## config.mk

```make
export PLATFORM = sky130hd
export DESIGN_NAME = acc_mailbox
export DESIGN_NICKNAME = d
export VERILOG_FILES = /design/src/rtl/acc_mb_pkg.sv /design/src/rtl/sync_fifo.sv /design/src/rtl/acc_mailbox.sv
export SDC_FILE = /design/constraint.sdc
export NUM_CORES = 1
export LEC_CHECK = 0
export ABC_CLOCK_PERIOD_IN_PS = 5300
export BUFFER_PORTS_ARGS = -buffer_cell sky130_fd_sc_hd__buf_4
export CORE_UTILIZATION = 40
export CTS_BUF_LIST = sky130_fd_sc_hd__clkbuf_8
export CTS_CLUSTER_DIAMETER = 80
export CTS_CLUSTER_SIZE = 8
export DETAILED_ROUTE_END_ITERATION = 12
export RECOVER_POWER = 50
export SETUP_SLACK_MARGIN = 0.05
export SKIP_LAST_GASP = 1
export SYNTH_ARGS = -nofsm -noshare
export SYNTH_HDL_FRONTEND = slang
export SYNTH_SLANG_ARGS = --single-unit
export TNS_END_PERCENT = 20
```

## constraint.sdc

```tcl
create_clock -name clk -period 5.3 [get_ports clk]
set_input_delay 0.53 -clock clk [delete_from_list [all_inputs] [get_ports clk]]
set_output_delay 0.53 -clock clk [all_outputs]
set_load 0.1 [all_outputs]
```

## src/rtl/acc_mb_pkg.sv

```systemverilog
// Shared constants and types for the accelerator mailbox: register map,
// STATUS/CTRL bit positions and the job-sequencing state enum.
package acc_mb_pkg;

    localparam logic [2:0] OFF_CTRL   = 3'd0;
    localparam logic [2:0] OFF_STATUS = 3'd1;
    localparam logic [2:0] OFF_TX     = 3'd2;
    localparam logic [2:0] OFF_RX     = 3'd3;
    localparam logic [2:0] OFF_LEN    = 3'd4;

    localparam int CTRL_START = 0;
    localparam int CTRL_CLEAR = 1;

    localparam int ST_BUSY     = 0;
    localparam int ST_DONE     = 1;
    localparam int ST_TX_FULL  = 2;
    localparam int ST_RX_EMPTY = 3;
    localparam int ST_OVF      = 4;
    localparam int ST_UNF      = 5;
    localparam int ST_RXCNT    = 16;

    typedef enum logic [1:0] {
        IDLE = 2'd0,
        RUN  = 2'd1,
        WAIT = 2'd2,
        DONE = 2'd3
    } acc_mb_state_e;

endpackage

```

## src/rtl/sync_fifo.sv

```systemverilog
// Single-clock FIFO with first-word-fall-through head, synchronous reset
// and flush. A push into a full FIFO succeeds when a pop happens alongside.
module sync_fifo #(
    parameter int WIDTH = 32,
    parameter int DEPTH = 8
) (
    input  logic                       clk,
    input  logic                       rst,
    input  logic                       flush,
    input  logic                       push,
    input  logic [WIDTH-1:0]           wdata,
    input  logic                       pop,
    output logic [WIDTH-1:0]           rdata,
    output logic                       full,
    output logic                       empty,
    output logic [$clog2(DEPTH):0]     count
);

    localparam int AW = $clog2(DEPTH);
    localparam logic [AW:0] FULL_CNT = (AW+1)'(DEPTH);

    logic [WIDTH-1:0] mem_r [DEPTH];
    logic [AW-1:0]    rd_ptr_r;
    logic [AW-1:0]    wr_ptr_r;
    logic [AW:0]      cnt_r;
    logic             pop_ok_s;
    logic             push_ok_s;

    assign pop_ok_s  = pop && (cnt_r != {(AW+1){1'b0}});
    assign push_ok_s = push && ((cnt_r != FULL_CNT) || pop_ok_s);
    assign rdata     = mem_r[rd_ptr_r];
    assign full      = (cnt_r == FULL_CNT);
    assign empty     = (cnt_r == {(AW+1){1'b0}});
    assign count     = cnt_r;

    // Storage array write port.
    always_ff @(posedge clk) begin
        if (push_ok_s) begin
            mem_r[wr_ptr_r] <= wdata;
        end
    end

    // Pointer and occupancy bookkeeping.
    always_ff @(posedge clk) begin
        if (rst || flush) begin
            rd_ptr_r <= {AW{1'b0}};
            wr_ptr_r <= {AW{1'b0}};
            cnt_r    <= {(AW+1){1'b0}};
        end else begin
            if (push_ok_s) begin
                wr_ptr_r <= wr_ptr_r + 1'b1;
            end
            if (pop_ok_s) begin
                rd_ptr_r <= rd_ptr_r + 1'b1;
            end
            case ({push_ok_s, pop_ok_s})
                2'b10:   cnt_r <= cnt_r + 1'b1;
                2'b01:   cnt_r <= cnt_r - 1'b1;
                default: cnt_r <= cnt_r;
            endcase
        end
    end

endmodule

```

## src/rtl/acc_mailbox.sv

```systemverilog
// Memory-mapped mailbox: bus register window, TX operand FIFO streamed to the
// accelerator, RX result FIFO read back by the core, job sequencing FSM.
module acc_mailbox
    import acc_mb_pkg::*;
#(
    parameter int                    ADDR_WIDTH = 15,
    parameter int                    DATA_WIDTH = 32,
    parameter logic [ADDR_WIDTH-1:0] WIN_BASE   = 15'h0400,
    parameter int                    FIFO_DEPTH = 8
) (
    input  logic                      clk,
    input  logic                      rst_i,
    input  logic                      en_i,
    input  logic                      we_i,
    input  logic [ADDR_WIDTH-1:0]     addr_i,
    input  logic [DATA_WIDTH-1:0]     wdata_i,
    input  logic [DATA_WIDTH/8-1:0]   be_i,
    output logic [DATA_WIDTH-1:0]     rdata_o,
    output logic                      hit_o,
    output logic                      acc_valid_o,
    input  logic                      acc_ready_i,
    output logic [DATA_WIDTH-1:0]     acc_data_o,
    input  logic                      res_valid_i,
    output logic                      res_ready_o,
    input  logic [DATA_WIDTH-1:0]     res_data_i,
    output logic                      irq_o
);

    localparam int CW = $clog2(FIFO_DEPTH) + 1;

    acc_mb_state_e         state_r, state_nxt_s;
    logic [15:0]           len_r, sent_r, rcvd_r, sent_nxt_s, rcvd_nxt_s;
    logic                  ovf_r, unf_r;
    logic                  hit_s, wr_s, rd_s;
    logic [2:0]            off_s;
    logic                  ctrl_wr_s, start_s, clear_s, status_rd_s, len_wr_s;
    logic                  tx_push_s, rx_pop_s, tx_hs_s, rx_hs_s;
    logic [DATA_WIDTH-1:0] tx_head_s, rx_head_s, status_s, rd_mux_s;
    logic                  tx_full_s, tx_empty_s, rx_full_s, rx_empty_s;
    logic [CW-1:0]         tx_count_s, rx_count_s;

    assign hit_s       = en_i && (addr_i[ADDR_WIDTH-1:5] == WIN_BASE[ADDR_WIDTH-1:5]);
    assign off_s       = addr_i[4:2];
    assign wr_s        = hit_s && we_i;
    assign rd_s        = hit_s && !we_i;
    assign ctrl_wr_s   = wr_s && (off_s == OFF_CTRL);
    assign clear_s     = ctrl_wr_s && wdata_i[CTRL_CLEAR];
    assign start_s     = ctrl_wr_s && wdata_i[CTRL_START] && !wdata_i[CTRL_CLEAR];
    assign status_rd_s = rd_s && (off_s == OFF_STATUS);
    assign len_wr_s    = wr_s && (off_s == OFF_LEN);
    assign tx_push_s   = wr_s && (off_s == OFF_TX) && (&be_i);
    assign rx_pop_s    = rd_s && (off_s == OFF_RX);

    // Valid only while words remain owed to the current job, so surplus
    // TX entries never leak past LEN and valid cannot drop mid-stall.
    assign acc_valid_o = (state_r == RUN) && !tx_empty_s && (sent_r != len_r);
    assign acc_data_o  = tx_head_s;
    assign res_ready_o = ((state_r == RUN) || (state_r == WAIT)) && !rx_full_s;
    assign irq_o       = (state_r == DONE);
    assign tx_hs_s     = acc_valid_o && acc_ready_i;
    assign rx_hs_s     = res_valid_i && res_ready_o;

    assign sent_nxt_s  = sent_r + {15'd0, tx_hs_s};
    assign rcvd_nxt_s  = (rx_hs_s && (rcvd_r != len_r)) ? (rcvd_r + 16'd1) : rcvd_r;

    sync_fifo #(.WIDTH(DATA_WIDTH), .DEPTH(FIFO_DEPTH)) u_tx_fifo (
        .clk   (clk),
        .rst   (rst_i),
        .flush (clear_s),
        .push  (tx_push_s),
        .wdata (wdata_i),
        .pop   (tx_hs_s),
        .rdata (tx_head_s),
        .full  (tx_full_s),
        .empty (tx_empty_s),
        .count (tx_count_s)
    );

    sync_fifo #(.WIDTH(DATA_WIDTH), .DEPTH(FIFO_DEPTH)) u_rx_fifo (
        .clk   (clk),
        .rst   (rst_i),
        .flush (clear_s),
        .push  (rx_hs_s),
        .wdata (res_data_i),
        .pop   (rx_pop_s),
        .rdata (rx_head_s),
        .full  (rx_full_s),
        .empty (rx_empty_s),
        .count (rx_count_s)
    );

    // Next-state decode; uses next counter values so DONE follows the final
    // result handshake by exactly one cycle.
    always_comb begin
        state_nxt_s = state_r;
        case (state_r)
            IDLE: begin
                if (start_s) begin
                    state_nxt_s = (len_r == 16'd0) ? DONE : RUN;
                end else begin
                    state_nxt_s = IDLE;
                end
            end
            RUN: begin
                if (sent_nxt_s == len_r) begin
                    state_nxt_s = (rcvd_nxt_s == len_r) ? DONE : WAIT;
                end else begin
                    state_nxt_s = RUN;
                end
            end
            WAIT: begin
                if (rcvd_nxt_s == len_r) begin
                    state_nxt_s = DONE;
                end else begin
                    state_nxt_s = WAIT;
                end
            end
            DONE: begin
                if (status_rd_s) begin
                    state_nxt_s = IDLE;
                end else begin
                    state_nxt_s = DONE;
                end
            end
            default: state_nxt_s = IDLE;
        endcase
        if (clear_s) begin
            state_nxt_s = IDLE;
        end else begin
            state_nxt_s = state_nxt_s;
        end
    end

    // FSM state register.
    always_ff @(posedge clk) begin
        if (rst_i) begin
            state_r <= IDLE;
        end else begin
            state_r <= state_nxt_s;
        end
    end

    // Job word counters; restart from zero on an accepted START.
    always_ff @(posedge clk) begin
        if (rst_i || clear_s || (start_s && (state_r == IDLE))) begin
            sent_r <= 16'd0;
            rcvd_r <= 16'd0;
        end else begin
            sent_r <= sent_nxt_s;
            rcvd_r <= rcvd_nxt_s;
        end
    end

    // LEN register, byte-writable while idle.
    always_ff @(posedge clk) begin
        if (rst_i) begin
            len_r <= 16'd0;
        end else if (len_wr_s && (state_r == IDLE)) begin
            if (be_i[0]) len_r[7:0]  <= wdata_i[7:0];
            if (be_i[1]) len_r[15:8] <= wdata_i[15:8];
        end
    end

    // Sticky error flags, cleared by a STATUS read.
    always_ff @(posedge clk) begin
        if (rst_i) begin
            ovf_r <= 1'b0;
            unf_r <= 1'b0;
        end else begin
            if (status_rd_s) begin
                ovf_r <= 1'b0;
                unf_r <= 1'b0;
            end
            if (tx_push_s && tx_full_s && !tx_hs_s) ovf_r <= 1'b1;
            if (rx_pop_s && rx_empty_s)             unf_r <= 1'b1;
        end
    end

    // Read data selection for the registered bus response.
    always_comb begin
        status_s                   = '0;
        status_s[ST_BUSY]          = (state_r == RUN) || (state_r == WAIT);
        status_s[ST_DONE]          = (state_r == DONE);
        status_s[ST_TX_FULL]       = tx_full_s;
        status_s[ST_RX_EMPTY]      = rx_empty_s;
        status_s[ST_OVF]           = ovf_r;
        status_s[ST_UNF]           = unf_r;
        status_s[ST_RXCNT +: 16]   = 16'(rx_count_s);
        rd_mux_s                   = '0;
        if (rd_s) begin
            case (off_s)
                OFF_STATUS: rd_mux_s = status_s;
                OFF_RX:     rd_mux_s = rx_empty_s ? '0 : rx_head_s;
                OFF_LEN:    rd_mux_s[15:0] = len_r;
                default:    rd_mux_s = '0;
            endcase
        end else begin
            rd_mux_s = '0;
        end
    end

    // Registered bus outputs (one-cycle read latency like the SRAM).
    always_ff @(posedge clk) begin
        if (rst_i) begin
            rdata_o <= '0;
            hit_o   <= 1'b0;
        end else begin
            rdata_o <= rd_mux_s;
            hit_o   <= hit_s;
        end
    end

endmodule

```

# --- After elaboration in Yosys (flattened, before gate mapping) ---
# Memory sizes are Yosys's and may differ from the RTL's. A register that Yosys moved wholly into a read port is not among the register bits.
# Index checks and enable logic that the tools add are counted.
totals:
  register_bits: 105
  output_inout_bits: 68
  ramBits: 512
  rom_bits: 0
  latch_bits: 0
  input_bits: 89
  word_cells: 124
  n_memories: 2
classes:
  div_mod_pow: 0
  n_shift: 0
  n_mux: 23
  n_eq_ne: 20
  order_cmp: 0
  bitwise_logic: 1
  n_mul: 0
  n_addsub: 10
  reduce_logical: 53
memory_table:
  columns: ["name", "words", "width", "rd", "rd_clocked_by_memory_dff", "wr", "line_no", "rtl"]
  rows:
  - ["u_rx_fifo.mem_r", 8, 32, 1, 1, 1, "sync_fifo.sv:22", "logic [WIDTH-1:0] mem_r [DEPTH];"]
  - ["u_tx_fifo.mem_r", 8, 32, 1, 1, 1, "sync_fifo.sv:22", null]
op_table:
  columns: ["cell", "count"]
  rows:
  - ["one-hot mux 16 bit (3 select lines)", 1]
  - ["== test 16 bit", 2]
  - ["2-to-1 mux 32 bit", 1]
  - ["inequality test 16 bit", 2]
  - ["one-hot mux 16 bit (2 select lines)", 1]
  - ["logical AND 1 bit", 27]
  - ["adder 16 x 1 -> 16 bit", 1]
  - ["adder 16 x 1 -> 16 bit, second input constant", 1]
  - ["zero test 16 bit", 1]
  - ["2-to-1 mux 16 bit", 1]
  - ["one-hot mux 4 bit (2 select lines)", 2]
  - ["adder 3 x 1 -> 3 bit, second input constant", 4]
  - ["2-to-1 mux 3 bit", 4]
  - ["== test 10 x 6 -> 1 bit, second input constant", 1]
  - ["adder 4 x 1 -> 4 bit, second input constant", 2]
  - ["== test 2 bit, second input constant", 4]
  - ["== test 4 bit, second input constant", 2]
  - ["zero test 4 bit", 2]
  - ["2-to-1 mux 1 bit", 8]
  - ["2-to-1 mux 2 bit", 4]
  - ["inequality test 4 bit, second input constant", 2]
  - ["one-hot mux 2 bit (4 select lines)", 1]
  - ["nonzero test 2 bit", 4]
  - ["nonzero test 4 bit", 2]
  - ["13 further kinds", 27]

# --- Depth between registers and ports, before layout ---
# Gate-level depths: netlist of the first run.
logic_depth:
  depth_word: 10
  ltp_mapped: 16
  depth_no_buf: 15

# --- Cells and area by module ---
# From an unflattened synthesis of the first run, not the netlist that was laid out.
unflattened:
  hier_cells: 1429
  area_unflattened_um2: 25475.7
modules_own_cells:
  columns: ["mod", "cells_each", "seq_area_each_um2", "area_per_inst_um2", "instances"]
  rows:
  - ["sync_fifo", 456, 7947.6, 10480.1, 2]
  - ["acc_mailbox", 517, 1701.6, 4515.6, 1]

# --- Worst setup path after synthesis of the first run ---
# Ideal clock, no wire load.
synth_path:
  path_type: "register -> register"
  start: "register state_r[0]"
  end: "memory u_rx_fifo.mem_r[4][0], enable pin"
  stages_incl_launch_ff: 8
  path_buffers: 1
  synth_period_minus_slack_ps: 5473
  t_arrival_ps: 4960
  required_time_ps: 4787
  setup_time_ps: 513
  setup_slack_ps: -173
  path_cell_list: "dfxtp_1 -> inv_1 -> ha_1 -> nand2_1 -> a21oi_1 -> clkbuf_1 -> inv_1 -> nor4b_1"
synth_between:
  elab_chain_cells: 7
  elab_cells_between_ends: 8
  cone_classes: "eq/ne (2); mux (2); reduce/logical (4)"
synth_lines:
  columns: ["item", "line_no", "rtl"]
  rows:
  - ["from (decl)", "acc_mailbox.sv:31", "acc_mb_state_e state_r, state_nxt_s;"]
  - ["from (signal assigned)", "acc_mailbox.sv:139", "state_r <= state_nxt_s;"]
  - ["== test 2 x 1 -> 1 bit / == test 2 bit (equally long branches)", "acc_mailbox.sv:58", "assign res_ready_o = ((state_r == RUN) || (state_r == WAIT)) && !rx_full_s;"]
  - ["logical OR 1 bit (*)", "acc_mailbox.sv:58", null]
  - ["logical AND 1 bit (*)", "acc_mailbox.sv:58", null]
  - ["logical AND 1 bit (*)", "acc_mailbox.sv:61", "assign rx_hs_s = res_valid_i && res_ready_o;"]
  - ["logical AND 1 bit (*)", "sync_fifo.sv:30", "assign push_ok_s = push && ((cnt_r != FULL_CNT) || pop_ok_s);"]
  - ["2-to-1 mux 1 bit (*)", "sync_fifo.sv:38", "if (push_ok_s) begin"]
  - ["2-to-1 mux 1 bit (implied by the code) (*)", "sync_fifo.sv:39", "mem_r[wr_ptr_r] <= wdata;"]
  - ["to (decl)", "sync_fifo.sv:22", null]
# Mark *: on every way between the ends. The rest lies on a longest branch, timed or not.

# --- Final worst setup path of the first run ---
layout_path:
  start: "register len_r[11]"
  end: "register state_r[1]"
layout_between:
  elab_chain_cells: 7
  elab_cells_between_ends: 10
  cone_classes: "add/sub (1); eq/ne (2); mux (4); reduce/logical (3)"
layout_lines:
  columns: ["item", "line_no", "rtl"]
  rows:
  - ["from (decl)", "acc_mailbox.sv:32", "logic [15:0] len_r, sent_r, rcvd_r, sent_nxt_s, rcvd_nxt_s;"]
  - ["from (signal assigned)", "acc_mailbox.sv:160", "if (be_i[1]) len_r[15:8] <= wdata_i[15:8];"]
  - ["inequality test 16 bit", "acc_mailbox.sv:56", "assign acc_valid_o = (state_r == RUN) && !tx_empty_s && (sent_r != len_r);"]
  - ["logical AND 1 bit", "acc_mailbox.sv:56", null]
  - ["logical AND 1 bit", "acc_mailbox.sv:60", "assign tx_hs_s = acc_valid_o && acc_ready_i;"]
  - ["adder 16 x 1 -> 16 bit", "acc_mailbox.sv:63", "assign sent_nxt_s = sent_r + {15'd0, tx_hs_s};"]
  - ["== test 16 bit", "acc_mailbox.sv:105", "if (sent_nxt_s == len_r) begin"]
  - ["2-to-1 mux 2 bit", "acc_mailbox.sv:105", null]
  - ["one-hot mux 2 bit (4 select lines) (*)", "acc_mailbox.sv:96", "case (state_r)"]
# Marks and branches as above.
# A chain may end at the register's enable or synchronous reset.

==> results of run 1 <==
## kinds of logic (layout without fill, tap and decap cells)
group / Yosys count / after routing / synth area share
XOR/XNOR: 83 / 83 / 0.0297
multiplexers: 198 / 198 / 0.145
other: 0 / 3 / 0
AND/OR/NAND/NOR: 316 / 316 / 0.0626
buffers and inverters: 106 / 366 / 0.0172
flip-flops: 623 / 623 / 0.705
adder cells (fa/ha/maj): 20 / 20 / 0.0106
AO/OA/AOI/OAI: 113 / 113 / 0.0292
## critical path, cell delays in order (launching register included)
cell	delay (ns)
sky130_fd_sc_hd__dfxtp_1	0.62
sky130_fd_sc_hd__xor2_1	0.22
sky130_fd_sc_hd__or4b_1	0.57
sky130_fd_sc_hd__nor4_2	0.35
sky130_fd_sc_hd__a311o_2	0.29
sky130_fd_sc_hd__inv_1	0.06
sky130_fd_sc_hd__ha_1	0.21
sky130_fd_sc_hd__ha_1	0.25
sky130_fd_sc_hd__and3_1	0.21
sky130_fd_sc_hd__nand3_1	0.13
sky130_fd_sc_hd__xnor2_1	0.08
sky130_fd_sc_hd__or4_1	0.54
sky130_fd_sc_hd__a2111oi_2	0.23
sky130_fd_sc_hd__nand4_1	0.20
sky130_fd_sc_hd__o211a_1	0.26
sky130_fd_sc_hd__nor3_2	0.09
## layer usage
layer | vias up | GRT usage
met1 | 6783 | 0.229
met3 | 94 | 0.0349
met2 | 355 | 0.287
met4 | 2 | 0.0648
li1 | 6072 | -
met5 | - | 0
## sequential cells by signal, summed over array words and instances (netlist names), 3 cells and up, named ones only
| register | count |
|---|---|
| len_r | 16 |
| u_tx_fifo.wr_ptr_r | 3 |
| u_rx_fifo.count | 4 |
| sent_r | 16 |
| u_rx_fifo.mem_r | 256 |
| rcvd_r | 16 |
| rdata_o | 32 |
| u_tx_fifo.rd_ptr_r | 3 |
| u_rx_fifo.wr_ptr_r | 3 |
| u_rx_fifo.rd_ptr_r | 3 |
| u_tx_fifo.count | 4 |
| u_tx_fifo.mem_r | 256 |
## per-stage QoR
| stage | hold WS (ns) | worst slack [ns] | instances | instance area, µm² |
|---|---|---|---|---|
| after floorplan | 0.454 | 0.141 | 1459 | 25000 |
| after global placement | 0.480 | 1.01 | 2403 | 27200 |
| after detailed placement | 0.486 | 0.976 | 2403 | 27200 |
| after CTS | 0.00137 | 0.947 | 2556 | 28700 |
| after global routing | 0.155 | 0.462 | 2557 | 28300 |
| final | 0.196 | 0.925 | 2559 | 28300 |
## cell type report
type,count,share of cell area
Inverter,25,0.00332
Clock buffer,88,0.0428
Tap cell,837,0.0370
Antenna cell,3,0.000265
Multi-Input combinational cell,730,0.248
Timing Repair Buffer,188,0.0360
Clock inverter,65,0.0104
Sequential cell,623,0.622
## placed cells by master (no fill, tap or decap), types with 6 or more instances in the layout
master | Yosys | layout
sky130_fd_sc_hd__mux2i_1 | 38 | 38
sky130_fd_sc_hd__nor2_1 | 106 | 103
sky130_fd_sc_hd__dfxtp_1 | 111 | 106
sky130_fd_sc_hd__nor3_1 | 20 | 16
sky130_fd_sc_hd__and3_1 | 13 | 13
sky130_fd_sc_hd__and2_1 | 8 | 7
sky130_fd_sc_hd__clkbuf_1 | 53 | 105
sky130_fd_sc_hd__nand4_1 | 11 | 11
sky130_fd_sc_hd__buf_4 | 0 | 82
sky130_fd_sc_hd__inv_1 | 24 | 83
sky130_fd_sc_hd__nand3_1 | 18 | 18
sky130_fd_sc_hd__mux4_2 | 128 | 128
sky130_fd_sc_hd__clkbuf_8 | 0 | 88
sky130_fd_sc_hd__ha_1 | 18 | 18
sky130_fd_sc_hd__nand3b_1 | 6 | 6
sky130_fd_sc_hd__edfxtp_1 | 512 | 512
sky130_fd_sc_hd__nor4_1 | 13 | 12
sky130_fd_sc_hd__nand2_1 | 78 | 78
sky130_fd_sc_hd__o22ai_1 | 10 | 10
sky130_fd_sc_hd__mux2_2 | 32 | 32
sky130_fd_sc_hd__o21ai_0 | 11 | 11
sky130_fd_sc_hd__a31oi_1 | 9 | 9
sky130_fd_sc_hd__xor2_1 | 41 | 41
sky130_fd_sc_hd__nor2b_1 | 6 | 6
sky130_fd_sc_hd__xnor2_1 | 40 | 40
sky130_fd_sc_hd__a21oi_1 | 46 | 46
sky130_fd_sc_hd__nor3b_2 | 0 | 6
sky130_fd_sc_hd__a22oi_1 | 8 | 8
## report_power, final
group / internal, mW / switching, mW / leakage, nW
combinational: 0.178 / 0.343 / 2.56
clock: 1.55 / 1.77 / 0.982
sequential: 5.38 / 0.0345 / 5.50
total: 7.11 / 2.15 / 9.04
## worst max path at each step
stage,end,cells after the start,slack [ns]
6_report,state_r[1],15,0.93
5_1_grt,rdata_o[13],6,0.46
4_1_cts,state_r[1],15,0.95
3_5_place_dp,state_r[1],15,0.98
3_3_place_gp,state_r[1],15,1.01
2_1_floorplan,u_rx_fifo.mem_r[0][0],7,0.14
==> out/metrics.yaml, run 1 <==
run_status: "complete, but fails checks"
violations_in_the_final_reports: "max-capacitance violations, max-slew violations"
post_cts_buffers: 0
dr_wl_met2_mm: 26.3
io_buffers: 154
p_leak_nw: 9.04
endpoint_kind_of_the_worst_setup_timing_path: "register"
routed_wl_mm: 53.8
synth.cell_area_um2: 24900
skew_ns: 0.0420
die-width_um: 252
synth_fp_nets: 1568
max_slew_margin: -0.500
worst_hold_end: "u_rx_fifo.mem_r[6][13]"
worst-endpoint-arrival_ns: 4.99
vias: 13300
syn_inst: 1459
fill_cells: 5449
wp_data_required_ns: 5.91
effective_utilization_at_floorplan: 0.404
drc_errors: 0
timing.critical_path.from: "len_r[11]"
post-dp-hpwl_mm: 32.2
multiInputGateArea_um2: 7010
cts.htree.levels: 3
setup_tns_ns: 0
timing.hold.worst_path_depth: 1
final_layout_size_suffix_gt1_frac: 0.219
gp_routability_congestion: 0.878
finalCritPeriodShare: 0.825
worstSetupPathType: "register to register"
hold_path.startpoint: "res_data_i[13]"
startpoint_type: "register"
highest-signal-layer: "met5"
layout.nets: 1764
worstSkewPairLatency_ns: 0.69
overall_global_routing_usage: 0.174
grt-ovfl-total: 0
synth_area_leaders: "sky130_fd_sc_hd__edfxtp_1 62%, sky130_fd_sc_hd__mux4_2 12%, sky130_fd_sc_hd__dfxtp_1 8.9%, sky130_fd_sc_hd__nor2_1 1.6%, sky130_fd_sc_hd__mux2i_1 1.5%"
netlist.area_leader.share: 0.616
synth_top_cell_by_area: "sky130_fd_sc_hd__edfxtp_1"
areaGrowthSynthToFinish_pct: 13.4
synthTopCellsByCount: "512 x sky130_fd_sc_hd__edfxtp_1, 128 x sky130_fd_sc_hd__mux4_2, 111 x sky130_fd_sc_hd__dfxtp_1, 106 x sky130_fd_sc_hd__nor2_1, 78 x sky130_fd_sc_hd__nand2_1"
worstRegToRegCells: 15
post_drt_wl_per_cell_um: 21.0
peakVddDrop_v: 0.000434
synth_most_common_cell: "sky130_fd_sc_hd__edfxtp_1"
core_area_um2: 61700
hold_viol: 0
yosys.cell_types.count: 69
combined_flip_flop_and_latch_cell_area_um2: 17600
ios: 157
worstHoldPathType: "input pin to register"
number_of_nets_with_antenna_violations_after_detailed_routing: 0
holdBufCountCts: 0
cts.repair.resized: 0
finalMaxSlewViolations: 50
ff_to_ff_start: "len_r[11]"
cts_tree: "yes"
root_buffer: "sky130_fd_sc_hd__clkbuf_8"
wl_met3_mm: 2.76
cts_made_buffers: 87
ctsLongestPathBuffers: 3
ys_ff_latch: 623
max_slew.worst_pin.slew_ns: 2.25
cts.sink_count: 623
rr_endpoint: "state_r[1]"
grt_max_degree: 43
maxClockFrequency_mhz: 229
setup_viol_count_final: 0
grt_pass1_vias: 13900
post_route_utilization: 0.458
drt_pre_antenna_iters: 5
drv_cap: 2
critPathMaxFanout: 7
syn_avg_cell_area_um2: 17.1
synth_enable_flop_cells: 512
m1WireLength_mm: 23.3
power_density_nw_per_um2: 327
clk_pin_slew_worst_paths_ns: 0.07
period_needed_ns: 4.37
vias_per_cell: 5.20
fin_total_pwr_mw: 9.26
ys_dominant_reg_cell: "sky130_fd_sc_hd__edfxtp_1"
floorplan.die.height_um: 252
reg2reg_setup_slack_ns: 0.93
global_route_wire_length_before_repair_mm: 83.3
yosysWarningCount: 0
synth-async-reset-ratio: 0
fp.dieArea_um2: 63400
synth_sequential_area_ratio: 0.705
grt_antenna_before_repair: 3
core.rowCount: 91
drt_first_iter_violations: 987
unrepaired_setup_endpoints_after_global_routing: "false"
(Power assumes the default switching activity.)
==> inputs of run 2 (changes only) <==
ABC_AREA = 1   (was not set)
ABC_CLOCK_PERIOD_IN_PS = 4500   (was 5300)
clock period = 4.5 ns   (was 5.3 ns; I/O delays follow)
==> run 2 against run 1 <==
The flow now finishes without violations. Total power up 12%. Critical path depth down 9. Via count up 32%. Critical endpoint is now acc_data_o[1]. Largest cell class unchanged. Largest power group unchanged.
==> out/metrics.yaml, run 2 <==
routed_wl_mm: 64.5  # +20%
gp_routability_congestion: 0.909  # +3.6%
grt_max_degree: 81  # +88%
max_slew_margin: 0.151  # +0.651
finalMaxSlewViolations: 0  # -100%
syn_avg_cell_area_um2: 11.3  # -34%
fp.dieArea_um2: 64400  # +1.6%
yosysWarningCount: 0  # unchanged
dr_wl_met2_mm: 32.5  # +23%
layout_commonest_cell: "sky130_fd_sc_hd__edfxtp_1"
finalCritPeriodShare: 0.875
maxClockFrequency_mhz: 254
effective_utilization_at_floorplan: 0.408  # +0.00356
synthTopCellsByCount: "512 x sky130_fd_sc_hd__edfxtp_1, 461 x sky130_fd_sc_hd__nor2_1, 279 x sky130_fd_sc_hd__o21ai_0, 222 x sky130_fd_sc_hd__nand2_1, 111 x sky130_fd_sc_hd__dfxtp_1"
p_leak_nw: 10.2  # +13%
vias: 17500  # +32%
clk_pin_slew_worst_paths_ns: 0.06  # about the same
dpl_worst_slack_ns: 0.989  # +0.0126 ns
overall_global_routing_usage: 0.201  # +0.0266
layout.nets: 2579  # +46%
worstSetupPathType: "register to output pin"
endpoint_kind_of_the_worst_setup_timing_path: "output pin"
netlist.area_leader.share: 0.606  # -0.00986
worstHoldPathType: "input pin to register"
hold_viol: 0  # unchanged
multiInputGateArea_um2: 6980  # -0.55%
combined_flip_flop_and_latch_cell_area_um2: 17600  # about the same
period_needed_ns: 3.94
synth_most_common_cell: "sky130_fd_sc_hd__edfxtp_1"
peakVddDrop_v: 0.000297  # -32%
max_slew.worst_pin.slew_ns: 1.28  # -0.971 ns
cts.htree.levels: 3  # unchanged
highest-signal-layer: "met5"
yosys.cell_types.count: 41  # -41%
run_status: "complete, no violations"
core_area_um2: 62200  # +0.74%
cts.repair.resized: 0  # unchanged
cts_tree: "yes"
drt_first_iter_violations: 1154  # +17%
grt_pass1_vias: 17200  # +23%
synth_enable_flop_cells: 512  # unchanged
ios: 157  # unchanged
critPathMaxFanout: 76  # +69
skew_ns: 0.0304  # -0.0116 ns
setup_viol_count_final: 0  # unchanged
io_buffers: 154  # unchanged
unrepaired_setup_endpoints_after_global_routing: "false"
post-dp-hpwl_mm: 38.7  # +20%
cts.sink_count: 623  # unchanged
setup_ws_ns: 0.563  # -0.362 ns
core.rowCount: 91  # unchanged
fin_worst_hold_slack_ns: 0.125  # -0.0706 ns
power_density_nw_per_um2: 353  # +7.9%
ys_ff_latch: 623  # unchanged
cts_made_buffers: 87  # unchanged
areaGrowthSynthToFinish_pct: 15.4
startpoint_type: "register"
wl_met3_mm: 2.90  # +5.1%
syn_inst: 2240  # +54%
drc_errors: 0  # unchanged
ys_dominant_reg_cell: "sky130_fd_sc_hd__edfxtp_1"
post_route_utilization: 0.470  # +0.0120
floorplan.die.height_um: 254  # +0.80%
grt_antenna_before_repair: 3  # unchanged
post_drt_wl_per_cell_um: 19.1  # -9.1%
synth_area_leaders: "sky130_fd_sc_hd__edfxtp_1 61%, sky130_fd_sc_hd__dfxtp_1 8.8%, sky130_fd_sc_hd__nor2_1 6.8%, sky130_fd_sc_hd__o21ai_0 5.5%, sky130_fd_sc_hd__nand2_1 3.3%"
fill_cells: 5762  # +5.7%
number_of_nets_with_antenna_violations_after_detailed_routing: 0  # unchanged
m1WireLength_mm: 27.7  # +19%
drt_pre_antenna_iters: 5  # unchanged
synth-async-reset-ratio: 0  # unchanged
ctsLongestPathBuffers: 3  # unchanged
drv_cap: 0  # -2
setup_tns_ns: 0  # unchanged
vias_per_cell: 5.20  # about the same
worst-endpoint-arrival_ns: 3.49  # -1.50 ns
final_layout_size_suffix_gt1_frac: 0.0968  # -0.123
mostFrequentLayoutCells: "512 x sky130_fd_sc_hd__edfxtp_1, 454 x sky130_fd_sc_hd__nor2_1, 279 x sky130_fd_sc_hd__o21ai_0"
global_route_wire_length_before_repair_mm: 98.8  # +19%
wp_data_required_ns: 4.05  # -1.86 ns
synth.cell_area_um2: 25400  # +1.6%
synth_fp_nets: 2349  # +50%
grt-ovfl-total: 0  # unchanged
root_buffer: "sky130_fd_sc_hd__clkbuf_8"
worstSkewPairLatency_ns: 0.69  # about the same
die-width_um: 254  # +0.80%
synth_top_cell_by_area: "sky130_fd_sc_hd__edfxtp_1"
synth_sequential_area_ratio: 0.694  # -0.0113
largest_registers_in_the_final_layout: "u_rx_fifo.mem_r (256), u_tx_fifo.mem_r (256), rdata_o (32)"
==> run 2: per-layer routing <==
metal | vias to the layer above | GRT usage
li1 | 8398 | -
met3 | 106 | 0.0317
met2 | 418 | 0.347
met5 | - | 0
met1 | 8616 | 0.258
met4 | 4 | 0.0618
==> run 2: logic make-up (layout without fill, tap and decap cells) <==
| logic type | Yosys count | count (layout) | share of synthesized area |
|---|---|---|---|
| and+or+nand+nor | 838 | 838 | 0.136 |
| DFF | 623 | 623 | 0.694 |
| xor gates and xnor gates | 54 | 54 | 0.0187 |
| other | 0 | 2 | 0 |
| AOI/OAI and AO/OA | 480 | 480 | 0.107 |
| adders and majority gates | 20 | 20 | 0.0105 |
| buffers and inverters | 225 | 517 | 0.0341 |
==> run 2: final timing paths <==
kind	depth (start not counted)	endpoint	from	slack (ns)
setup / recovery	6	acc_data_o[1]	register	0.56
setup reg to reg	25	state_r[0]	len_r[1]	0.99
hold / removal	4	unf_r	we_i	0.12
hold reg to reg	2	register	u_tx_fifo.rd_ptr_r[2]	0.46
==> run 2: layout make-up <==
| class | count | share of cell area |
|---|---|---|
| inverter | 112 | 0.0144 |
| clock inverter | 63 | 0.00993 |
| multi-input combinational | 1392 | 0.239 |
| sequential | 623 | 0.602 |
| antenna | 2 | 0.000171 |
| clock buffer | 88 | 0.0414 |
| timing repair buffer | 254 | 0.0577 |
| tap | 837 | 0.0358 |
==> run 2: stage by stage <==
stage,std cells,instance area (µm²),power [mW]
after floorplan,2240,25400,6.37
after global placement,3161,27600,6.49
after detailed placement,3161,27600,6.50
after CTS,3369,29600,10.5
after global routing,3370,29200,10.7
final,3371,29200,10.3
==> run 2: critical path, cell delays in order, from the launching register on <==
cell and delay (ns):
sky130_fd_sc_hd__dfxtp_4 0.71, sky130_fd_sc_hd__buf_4 0.75, sky130_fd_sc_hd__o21ai_0 0.20, sky130_fd_sc_hd__o22ai_1 0.19, sky130_fd_sc_hd__nor2_1 0.06, sky130_fd_sc_hd__a31oi_1 0.45, sky130_fd_sc_hd__buf_4 0.39
==> run 2: report_power, final <==
group | switching [mW] | internal, mW
Sequential | 0.0000108 | 6.22
Combinational | 0.107 | 0.0611
Clock | 2.11 | 1.83
==> run 2: timing repair <==
action | in CTS | in global routing
hold buffers | 57 | 0
hold endpoints to repair | 437 | 0
setup buffers | 0 | 0
==> inputs of run 3 (changes only) <==
--- a/config.mk
+++ b/config.mk
@@ -15,4 +15,5 @@
 export DETAILED_ROUTE_END_ITERATION = 12
 export RECOVER_POWER = 50
+export REMOVE_ABC_BUFFERS = 1
 export SETUP_SLACK_MARGIN = 0.05
 export SKIP_LAST_GASP = 1
==> constraint.sdc (replaced) <==
create_clock -name clk -period 4.5 [get_ports clk]
set_input_delay 0.9 -clock clk [delete_from_list [all_inputs] [get_ports clk]]
set_output_delay 0.9 -clock clk [all_outputs]
set_load 0.1 [all_outputs]
==> run 3 against run 2 <==
The flow now finishes with violations (max-capacitance violations, max-slew violations). First-iteration DRC count decreased by 2.4%. Global-route usage is 0.79 points lower. Combinational power decreased by 27%. Sequential share of layout area rose by 1.4 points. Count of clock-buffer cells in the layout did not move. Final area is 2.3% lower. Cell count shrank 2.2%. Total power down 1.3%.
==> out/metrics.yaml, run 3 (same netlist as run 2, synthesis figures left out) <==
io_buffers: 154  # unchanged
holdBufCountCts: 0  # -100%
p_leak_nw: 9.85  # -3.3%
floorplan.die.height_um: 254  # unchanged
layout.nets: 2518  # -2.4%
number_of_nets_with_antenna_violations_after_detailed_routing: 0  # unchanged
worstHoldPathType: "input pin to register"
ctsLongestPathBuffers: 3  # unchanged
fill_cells: 5756  # -0.10%
setup_ws_ns: 0.830  # +0.267 ns
timing.critical_path.cells: "clkinv_2 -> buf_4 -> o21ai_0 -> o22ai_1 -> nor2_1 -> a31oi_1 -> buf_4"
largest_registers_in_the_final_layout: "u_rx_fifo.mem_r (256), u_tx_fifo.mem_r (256), rdata_o (32)"
startpoint_type: "register"
max_slew.worst_pin.slew_ns: 2.44  # +1.16 ns
ios: 157  # unchanged
post_cts_buffers: 0  # unchanged
setup_viol_count_final: 0  # unchanged
clk_pin_slew_worst_paths_ns: 0.06  # about the same
global_route_wire_length_before_repair_mm: 95.0  # -3.9%
timing.hold.worst_path_depth: 2  # -2
worstSetupPathType: "register to output pin"
dpl_worst_slack_ns: 0.726  # -0.263 ns
overall_global_routing_usage: 0.193  # -0.00786
mostFrequentLayoutCells: "512 x sky130_fd_sc_hd__edfxtp_1, 454 x sky130_fd_sc_hd__nor2_1, 279 x sky130_fd_sc_hd__o21ai_0"
hold_viol: 0  # unchanged
gp_routability_congestion: 0.869  # -4.4%
core_area_um2: 62200  # unchanged
grt-ovfl-total: 0  # unchanged
max_slew_margin: -0.625  # -0.776
wp_data_required_ns: 3.60  # -0.45 ns
cts_made_buffers: 87  # unchanged
finalMaxSlewViolations: 129  # +129
final_layout_size_suffix_gt1_frac: 0.0985  # +0.00169
layout_commonest_cell: "sky130_fd_sc_hd__edfxtp_1"
vias_per_cell: 5.24  # +0.62%
cts.htree.levels: 3  # unchanged
cts.repair.resized: 0  # unchanged
critical_path_cell_count: 7  # +1
effective_utilization_at_floorplan: 0.408  # unchanged
die-width_um: 254  # unchanged
setup_tns_ns: 0  # unchanged
critical-path-max-stage-delay_ns: 0.63  # -0.12 ns
power_density_nw_per_um2: 357  # +1.0%
drt_pre_antenna_iters: 5  # unchanged
cts.sink_count: 623  # unchanged
vias: 17300  # -1.6%
worstSkewPairLatency_ns: 0.68  # about the same
crit_family: "buffers and inverters"
post-dp-hpwl_mm: 35.8  # -7.4%
areaGrowthSynthToFinish_pct: 12.7
fp.dieArea_um2: 64400  # unchanged
routed_wl_mm: 61.9  # -3.9%
multiInputGateArea_um2: 6980  # about the same
root_buffer: "sky130_fd_sc_hd__clkbuf_8"
crit_path_top_delay_cell: "sky130_fd_sc_hd__buf_4"
worstRegToRegCells: 25  # unchanged
cts_tree: "yes"
fin_worst_hold_slack_ns: 0.436  # +0.311 ns
skew_ns: 0.0314  # +0.00100 ns
drc_errors: 0  # unchanged
layoutNonFillerInstCount: 3298  # -2.2%
finalCritPeriodShare: 0.815  # -0.0594
drv_cap: 1  # +1
cp_num_buf_inv: 3  # +1
violations_in_the_final_reports: "max-capacitance violations, max-slew violations"
grt_pass1_vias: 16900  # -1.7%
run_status: "complete, but fails checks"
placed_cells: 3157  # -0.13%
period_needed_ns: 3.67  # -0.267 ns
drt_first_iter_violations: 1126  # -2.4%
unrepaired_setup_endpoints_after_global_routing: "false"
grt_max_degree: 129  # +59%
post_drt_wl_per_cell_um: 18.8  # -1.8%
critPathMaxFanout: 78  # +2.6%
core.rowCount: 91  # unchanged
maxClockFrequency_mhz: 273  # +7.3%
combined_flip_flop_and_latch_cell_area_um2: 17600  # about the same
worst_path_most_repeated_cell: "sky130_fd_sc_hd__buf_4"
worst-endpoint-arrival_ns: 2.77  # -0.72 ns
peakVddDrop_v: 0.000239  # -20%
endpoint_kind_of_the_worst_setup_timing_path: "output pin"
grt_antenna_before_repair: 9  # +6
-- run 3: changes by cell type in the layout (fill, tap and decap cells not counted), moves of 2 or more --
cell                            change
sky130_fd_sc_hd__dlygate4sd3_1     -57
sky130_fd_sc_hd__inv_8              +2
sky130_fd_sc_hd__clkbuf_1           -2
sky130_fd_sc_hd__clkinv_8           -2
sky130_fd_sc_hd__inv_1             -12
sky130_fd_sc_hd__buf_4              -4
-- run 3: routing by layer --
layer,share of wire,global-route usage,up-vias
met3,0.073,0.0497,129
li1,-,-,8269
met5,0.0012,0,-
met2,0.48,0.316,506
met4,0.023,0.0637,12
met1,0.43,0.249,8352
-- run 3: through the flow --
stage	power, mW	area [µm²]	util
after floorplan	6.37	24900	-
after global placement	6.49	27500	0.443
after detailed placement	6.50	27500	0.443
after CTS	10.4	29000	0.466
after global routing	10.6	28600	0.460
final	10.2	28600	0.460
-- run 3: final timing paths --
kind / start / endpoint / slack (ns)
hold reg to reg: u_tx_fifo.rd_ptr_r[2] / register / 0.47
setup / recovery: register / acc_data_o[1] / 0.83
hold / removal: rst_i / unf_r / 0.44
setup reg to reg: len_r[1] / state_r[0] / 0.90
-- run 3: report_power, final --
part	internal (mW)	switching, mW
Sequential	6.23	0.0000159
Combinational	0.0282	0.0945
Clock	1.80	2.05
Total	8.06	2.14
-- run 3: layout make-up --
class | count | area share
diodes | 3 | 0.000263
multi-input cells | 1392 | 0.244
flip-flops and latches | 623 | 0.616
clock buffers | 88 | 0.0424
repair buffers | 193 | 0.0382
inverters | 112 | 0.0148
clock inverters | 50 | 0.00766
well taps | 837 | 0.0366
-- run 3: worst register-to-register path: stages (launching register included) --
cell and delay (ns):
sky130_fd_sc_hd__dfxtp_1 0.47, sky130_fd_sc_hd__inv_2 0.11, sky130_fd_sc_hd__or2_2 0.28, sky130_fd_sc_hd__nand3_1 0.10, sky130_fd_sc_hd__nor3_1 0.06, sky130_fd_sc_hd__nand3_1 0.11
sky130_fd_sc_hd__nand2_1 0.06, sky130_fd_sc_hd__inv_1 0.07, sky130_fd_sc_hd__nand2_1 0.15, sky130_fd_sc_hd__inv_1 0.10, sky130_fd_sc_hd__ha_1 0.19, sky130_fd_sc_hd__ha_1 0.21
sky130_fd_sc_hd__nand2_1 0.08, sky130_fd_sc_hd__nor2_2 0.21, sky130_fd_sc_hd__nand3_2 0.17, sky130_fd_sc_hd__nor2_4 0.17, sky130_fd_sc_hd__nand3_2 0.10, sky130_fd_sc_hd__xor2_1 0.16
sky130_fd_sc_hd__clkinv_1 0.05, sky130_fd_sc_hd__nand2_1 0.04, sky130_fd_sc_hd__nor2_1 0.08, sky130_fd_sc_hd__nand3_1 0.16, sky130_fd_sc_hd__nand2_1 0.10, sky130_fd_sc_hd__nand3_1 0.07
sky130_fd_sc_hd__nand2_1 0.08, sky130_fd_sc_hd__a21oi_2 0.05
